File: src/rtl/mandelbrot_pixel_buffer.sv
// Pixel FIFO between a Mandelbrot iteration generator and a streaming consumer,
// with frame/line markers. Define MANDELBROT_PALETTE_EN for the RGB222 palette.
module mandelbrot_pixel_buffer #(
  parameter int DEPTH  = 16,
  parameter int WIDTH  = 320,
  parameter int HEIGHT = 240
) (
  input  logic                     clk,
  input  logic                     rst,
  input  logic                     enable,
  input  logic                     gen_running,
  output logic                     gen_run,
  input  logic                     pix_valid,
  input  logic [3:0]               pix_data,
  output logic                     out_valid,
  input  logic                     out_ready,
  output logic [5:0]               out_data,
  output logic                     out_sof,
  output logic                     out_eol,
  output logic [$clog2(DEPTH):0]   level,
  output logic                     overflow
);

  localparam int DATA_W = 4;
  localparam int OUT_W  = 6;
  localparam int AW     = $clog2(DEPTH);
  localparam int LW     = AW + 1;
  localparam int XW     = (WIDTH  > 1) ? $clog2(WIDTH)  : 1;
  localparam int YW     = (HEIGHT > 1) ? $clog2(HEIGHT) : 1;

  localparam logic [LW-1:0] FULL_LVL = LW'(DEPTH);
  localparam logic [XW-1:0] X_LAST   = XW'(WIDTH - 1);
  localparam logic [YW-1:0] Y_LAST   = YW'(HEIGHT - 1);

  logic [DATA_W-1:0] mem [DEPTH];
  logic [AW-1:0]     wr_ptr;
  logic [AW-1:0]     rd_ptr;
  logic              pending;
  logic [XW-1:0]     x_o;
  logic [YW-1:0]     y_o;

  logic full;
  logic pop;
  logic push;
  logic drop;
  logic req;

  function automatic logic [OUT_W-1:0] colour_map(input logic [DATA_W-1:0] d);
`ifdef MANDELBROT_PALETTE_EN
    return {d[3:2], d[2:1], d[1:0]};
`else
    return {2'b00, d};
`endif
  endfunction

  assign full      = (level == FULL_LVL);
  assign out_valid = (level != '0);
  assign pop       = out_valid & out_ready;
  // A full FIFO still takes a pixel when the head leaves in the same cycle.
  assign push      = pix_valid & (~full | pop);
  assign drop      = pix_valid & full & ~pop;
  assign req       = enable & ~gen_running & ~pending & ~gen_run & (level < FULL_LVL);

  assign out_data  = colour_map(mem[rd_ptr]);
  assign out_sof   = (x_o == '0) && (y_o == '0);
  assign out_eol   = (x_o == X_LAST);

  // Control: request handshake, pointers, occupancy, raster position.
  always_ff @(posedge clk) begin
    if (rst) begin
      gen_run  <= 1'b0;
      pending  <= 1'b0;
      wr_ptr   <= '0;
      rd_ptr   <= '0;
      level    <= '0;
      overflow <= 1'b0;
      x_o      <= '0;
      y_o      <= '0;
    end else begin
      gen_run <= req;
      if (gen_run)
        pending <= 1'b1;
      else if (pix_valid)
        pending <= 1'b0;

      if (push) wr_ptr <= wr_ptr + 1'b1;
      if (pop)  rd_ptr <= rd_ptr + 1'b1;

      case ({push, pop})
        2'b10:   level <= level + 1'b1;
        2'b01:   level <= level - 1'b1;
        default: level <= level;
      endcase

      if (drop) overflow <= 1'b1;

      if (pop) begin
        if (x_o == X_LAST) begin
          x_o <= '0;
          y_o <= (y_o == Y_LAST) ? '0 : y_o + 1'b1;
        end else begin
          x_o <= x_o + 1'b1;
        end
      end
    end
  end

  // Data storage: no reset, pixels coincident with rst are not stored.
  always_ff @(posedge clk) begin
    if (push && !rst)
      mem[wr_ptr] <= pix_data;
  end

endmodule
File: config.mk
export PLATFORM = sky130hd
export DESIGN_NAME = mandelbrot_pixel_buffer
export DESIGN_NICKNAME = d
export VERILOG_FILES = /design/src/rtl/mandelbrot_pixel_buffer.sv
export SDC_FILE = /design/constraint.sdc
export NUM_CORES = 1
export LEC_CHECK = 0
export BUFFER_PORTS_ARGS = -buffer_cell sky130_fd_sc_hd__buf_2
export CAP_MARGIN = 20
export CORE_ASPECT_RATIO = 1.75
export CORE_MARGIN = 5
export CORE_UTILIZATION = 60
export DETAILED_ROUTE_END_ITERATION = 12
export HOLD_SLACK_MARGIN = 0.06
export PLACE_DENSITY = 0.79
export SYNTH_ARGS = -nofsm -noshare
export SYNTH_HDL_FRONTEND = slang
export SYNTH_SLANG_ARGS = --single-unit
File: constraint.sdc
create_clock -name clk -period 5.8 [get_ports clk]
set_input_delay 1.74 -clock clk [delete_from_list [all_inputs] [get_ports clk]]
set_output_delay 1.74 -clock clk [all_outputs]
set_load 0.03 [all_outputs]
==> metrics.yaml, run 1 <==
die:
  dieWidth_um: 75.7
  core_um2: 7460
  die_area_um2: 9450
  die_h_um: 125
  initial_core_util: 0.607
  io_pins: 26
  floorplan.rows: 42
hold_path:
  holdPathStages: 2
  hold_path.class: "flip-flop to flip-flop"
clock_network:
  cts-buffers-inserted: 9
  cts_tree: "done"
  clockRootBuffer: "clkbuf_16"
  cts.clk_slew.worst_paths_ps: 60
  cts_resized: 0
  insertion_delay_ps: 340
  cts_max_path_buffers: 2
  htree_levels: 3
  post_cts_buffers: 0
  hold_buffers: 0
  cts_sinks: 101
detailed_routing:
  drtPass1Iterations: 4
  wl_per_cell_um: 20.8
  drtAntennaViolNets: 0
  vias: 2860
  route.detailed.drc: 0
  first_iter_violations: 213
  vias_per_cell: 6.20
  wl_um: 9590
synthesis:
  yosysSeqAreaShare: 0.588
  async_reset_ff_frac: 0
  yosys-top-cells-count: "64 x edfxtp_1, 48 x nor2_1, 37 x dfxtp_1"
  synthTopCellsByArea: "edfxtp_1 42%, dfxtp_1 16%, mux4_2 10%"
  ys_ff_latch: 101
  post-synth-top-count-cell: "edfxtp_1"
  synth_cell_type_count: 60
  syn_avg_cell_area_um2: 13.0
  synthCells: 348
  synth_largest_area_cell: "edfxtp_1"
  synth_top_area_share: 0.425
  yosys_warnings: 0
  syn_area_um2: 4530
  synthFlopType: "edfxtp_1"
  synth_edf_count: 64
timing:
  rsz0062_at_grt: "no"
  worst_pin_slew_ps: 654
  slew_violations: 0
  finalWorstSetupSlack_ps: 1880
  finalSetupViolCount: 0
  skew_ps: 4.26
  max_slew_margin: 0.553
  fmax_mhz: 255
  min_period_ps: 3920
  finalHoldViolCount: 0
  tns_ps: 0
  period_share: 0.675
cells_and_area:
  instances_no_fill: 461
  antenna_cells: 0
  multi_input_area_um2: 1740
  nets: 388
  nFillCells: 559
  area_growth_pct: 10.8
  drive_gt1_frac: 0.190
  regArea_um2: 2660
global_routing:
  grt_pass1_wl_um: 14800
  grt_antenna_before_repair: 0
  groute.usage.overall: 0.219
  grt-ovfl-total: 0
  grt_pass1_vias: 2768
  grt_max_degree: 33
flow_run:
  drv_cap: 0
setup_path:
  cp_data_arrival_time_ps: 2180
  worst-r2r-cell-count: 9
  worstPathMaxFanout: 15
  end_kind: "output pin"
  critPathLaunchType: "flip-flop"
  criticalPathCategory: "flip-flop to output pin"
  required_ps: 4060
power_and_ir_drop:
  power_density_nw_per_um2: 388
  total_power_mw: 1.94
  leakagePower_nw: 1.71
  ir_worst_vdd_mv: 0.375
run_status:
  status: "finished, final reports clean"
place:
  dp_hpwl_um: 7100
  port_buffers: 23
  gp_congestion: 0.882
  dp_slack_ps: 1790
  place_inst: 444
[path summary, 6_finish.rpt]
path | startpoint | to | slack, ps
max | flip-flop | out_data[0] | 1880
min | overflow | overflow | 480
max reg2reg | level[1] | level[1] | 2910
min reg2reg | overflow | overflow | 480
[worst max-delay path, cell delays in order, from the launching register on]
cell and delay [ps]:
dfxtp_1 460, buf_16 200, mux4_2 530, mux4_2 460, buf_2 190
[metal layers]
layer	vias up	part of all wire	GRT usage
met5	-	0	0
met4	0	0.055	0.125
met3	27	0.039	0.0485
met2	85	0.57	0.385
met1	1391	0.34	0.226
li1	1357	-	-
[through the flow]
step	area (um^2)	hold WS [ps]	util
after CTS	4990	493	0.669
after floorplan	4530	458	-
after global routing	5020	520	0.672
after global placement	4670	455	0.625
after detailed placement	4670	478	0.625
final	5020	479	0.672
[layout make-up]
cell class                 count  share of cell area
sequential                   101               0.531
multi-input combinational    221               0.346
clock buffer                   9              0.0449
timing repair buffer          24              0.0284
tap                           88              0.0219
clock inverter                 7              0.0195
inverter                      11             0.00823
[power breakdown]
part | internal [mW] | switching (mW) | total, mW
logic | 0.188 | 0.262 | 0.450
registers | 0.795 | 0.0649 | 0.860
clock network | 0.380 | 0.255 | 0.635
total | 1.36 | 0.582 | 1.94
[placed cells by master, fill, tap and decap left out, types with 2 or more instances in the layout]
cell / instances
o211ai_2: 2
or4_1: 5
a21oi_1: 13
ha_1: 10
nand2_1: 17
buf_2: 23
nor3_1: 4
a2111oi_0: 2
nor2b_1: 4
xnor2_1: 7
o31ai_1: 2
and3_1: 2
mux2i_1: 3
a31oi_1: 4
or3_1: 5
nand4_1: 4
o21ai_0: 9
clkbuf_16: 9
nand2b_1: 3
nand4b_1: 2
and2_1: 5
mux2_2: 2
inv_1: 11
xor2_1: 6
nand3_1: 12
nor2_1: 48
conb_1: 2
inv_6: 2
edfxtp_1: 64
dfxtp_1: 37
bufinv_16: 2
mux4_2: 20
[state kept, by name (all words and copies together) (netlist names), named ones only]
register / flops
mem: 64
y_o: 8
overflow: 1
x_o: 9
gen_run: 1
pending: 1
wr_ptr: 4
level: 5
rd_ptr: 4
[cells by family (layout without fill, tap and decap cells)]
logic type               after synthesis  in the layout  synth area share
AO/OA/AOI/OAI                         49             49            0.0779
XOR/XNOR                              13             13            0.0252
adder cells (fa/ha/maj)               10             10            0.0276
buffers and inverters                 27             51            0.0287
flip-flops                           101            101             0.588
multiplexers                          25             25             0.111
other                                  1              2          0.000828
AND/OR/NAND/NOR                      122            122             0.140
Note: power is estimated with default switching activity, not from simulation.
==> inputs of run 2 (changes only) <==
==> constraint.sdc (replaced) <==
create_clock -name clk -period 4 [get_ports clk]
set_input_delay 1.2 -clock clk [delete_from_list [all_inputs] [get_ports clk]]
set_output_delay 1.2 -clock clk [all_outputs]
set_load 0.03 [all_outputs]
==> run 2 against run 1 <==
- non-clock buffer count increased by 1
- final area decreased by 1.3%
- utilization decreased by 0.87 points
- clock skew about the same
==> metrics.yaml, run 2 (synthesis gave the netlist of run 1 again) <==
run_status:
  status: "finished, final reports clean"
setup_path:
  end_kind: "output pin"
  cp_data_arrival_time_ps: 2240
  crit_slowest_cell: "dfxtp_1"
  criticalPathCategory: "flip-flop to output pin"
  worstPathMaxFanout: 16
  required_ps: 2800
  cp_common_cell: "mux4_2"
  cpPeakStageDelay_ps: 790
  rrSetupSlack_ps: 1250
  worstReg2RegStart: "level[1]"
  path_cells: "mux4_2 -> mux4_2 -> buf_2"
  critPathLaunchType: "flip-flop"
cells_and_area:
  final_core_util: 0.664
  largest_register_ffs: 64
  antenna_cells: 0
  area_growth_pct: 9.40
  regMostFlops: "mem"
  nets: 389
  reg.largest.list: "mem (64), x_o (9), y_o (8)"
  drive_gt1_frac: 0.190
  final_cell_area_um2: 4950
  instances_no_fill: 462
  final_cell_mix: "64 x edfxtp_1, 48 x nor2_1, 37 x dfxtp_1"
  nFillCells: 563
  final_common_cell: "edfxtp_1"
clock_network:
  cts-buffers-inserted: 9
  htree_levels: 3
  cts.clk_slew.worst_paths_ps: 60
  insertion_delay_ps: 340
  cts_tree: "done"
  post_cts_buffers: 0
  clockRootBuffer: "clkbuf_16"
  hold_buffers: 0
  cts_resized: 0
  cts_max_path_buffers: 2
  cts_sinks: 101
detailed_routing:
  route.detailed.drc: 0
  drtAntennaViolNets: 0
  vias_per_cell: 6.14
  vias: 2835
  wl_um: 9250
  wl_per_cell_um: 20.0
  drtPass1Iterations: 4
  first_iter_violations: 161
timing:
  max_slew_margin: 0.514
  finalSetupViolCount: 0
  tns_ps: 0
  worst_pin_slew_ps: 727
  slew_violations: 0
  finalWorstSetupSlack_ps: 564
  min_period_ps: 3440
  fmax_mhz: 291
  skew_ps: 4.33
  finalHoldViolCount: 0
  rsz0062_at_grt: "no"
  holdWs_ps: 480
  period_share: 0.859
hold_path:
  hold_path_startpoint: "overflow"
  hold_path.class: "flip-flop to flip-flop"
global_routing:
  top_usage_layer: "met2"
  grt-ovfl-total: 0
  grt_pass1_wl_um: 15000
  grt_use_met3: 0.0404
  grt_pass1_vias: 2893
  grt_antenna_before_repair: 0
  groute.usage.overall: 0.216
  use_met2: 0.409
  use_met1: 0.224
  grt_max_degree: 25
flow_run:
  drv_cap: 0
place:
  dp_slack_ps: 878
  place_inst: 446
  place_area_um2: 4680
  dp_hpwl_um: 6740
  gp_congestion: 0.855
  port_buffers: 23
power_and_ir_drop:
  leakagePower_nw: 1.68
  ir_worst_vdd_mv: 0.415
  total_power_mw: 2.68
  power_density_nw_per_um2: 542
die:
  die_h_um: 125
  die_area_um2: 9450
  dieWidth_um: 75.7
  core_um2: 7460
  initial_core_util: 0.607
  io_pins: 26
  floorplan.rows: 42
run 2: cell types whose count changed in the layout (fill, tap and decap cells not counted), sizes merged:
cell,previous run,this run
bufinv,2,0
clkinvlp,1,2
clkinv,2,3
buf,24,25
clkbuf,9,11
inv,13,11
run 2: cell type report:
cell class / count / area [um^2] / area share
clock inverters: 5 / 37.5 / 0.00758
flip-flops and latches: 101 / 2660 / 0.538
inverters: 11 / 41.3 / 0.00834
repair buffers: 25 / 130 / 0.0263
well taps: 88 / 110 / 0.0222
clock buffers: 11 / 233 / 0.0470
multi-input cells: 221 / 1740 / 0.351
run 2: path summary, 6_finish.rpt:
path,endpoint,cells after the start
min reg2reg,overflow,2
max reg2reg,level[1],9
min,overflow,2
max,out_data[3],3
run 2: power breakdown:
part	internal (mW)	total [mW]	switching [mW]	leakage, nW
Combinational	0.263	0.657	0.394	0.675
Sequential	1.15	1.24	0.0893	0.876
Clock	0.423	0.785	0.362	0.126
Total	1.84	2.68	0.846	1.68
run 2: metal layers:
metal | wire length (um) | share of wire
met1 | 3180 | 0.34
met2 | 5540 | 0.60
met3 | 312 | 0.034
met4 | 216 | 0.023
met5 | 0 | 0
run 2: critical path, delay by kind of cell, from the launching register on:
family | cells | cell delay [ps]
DFF | 1 | 790
muxes | 2 | 910
buffers and inverters | 1 | 190
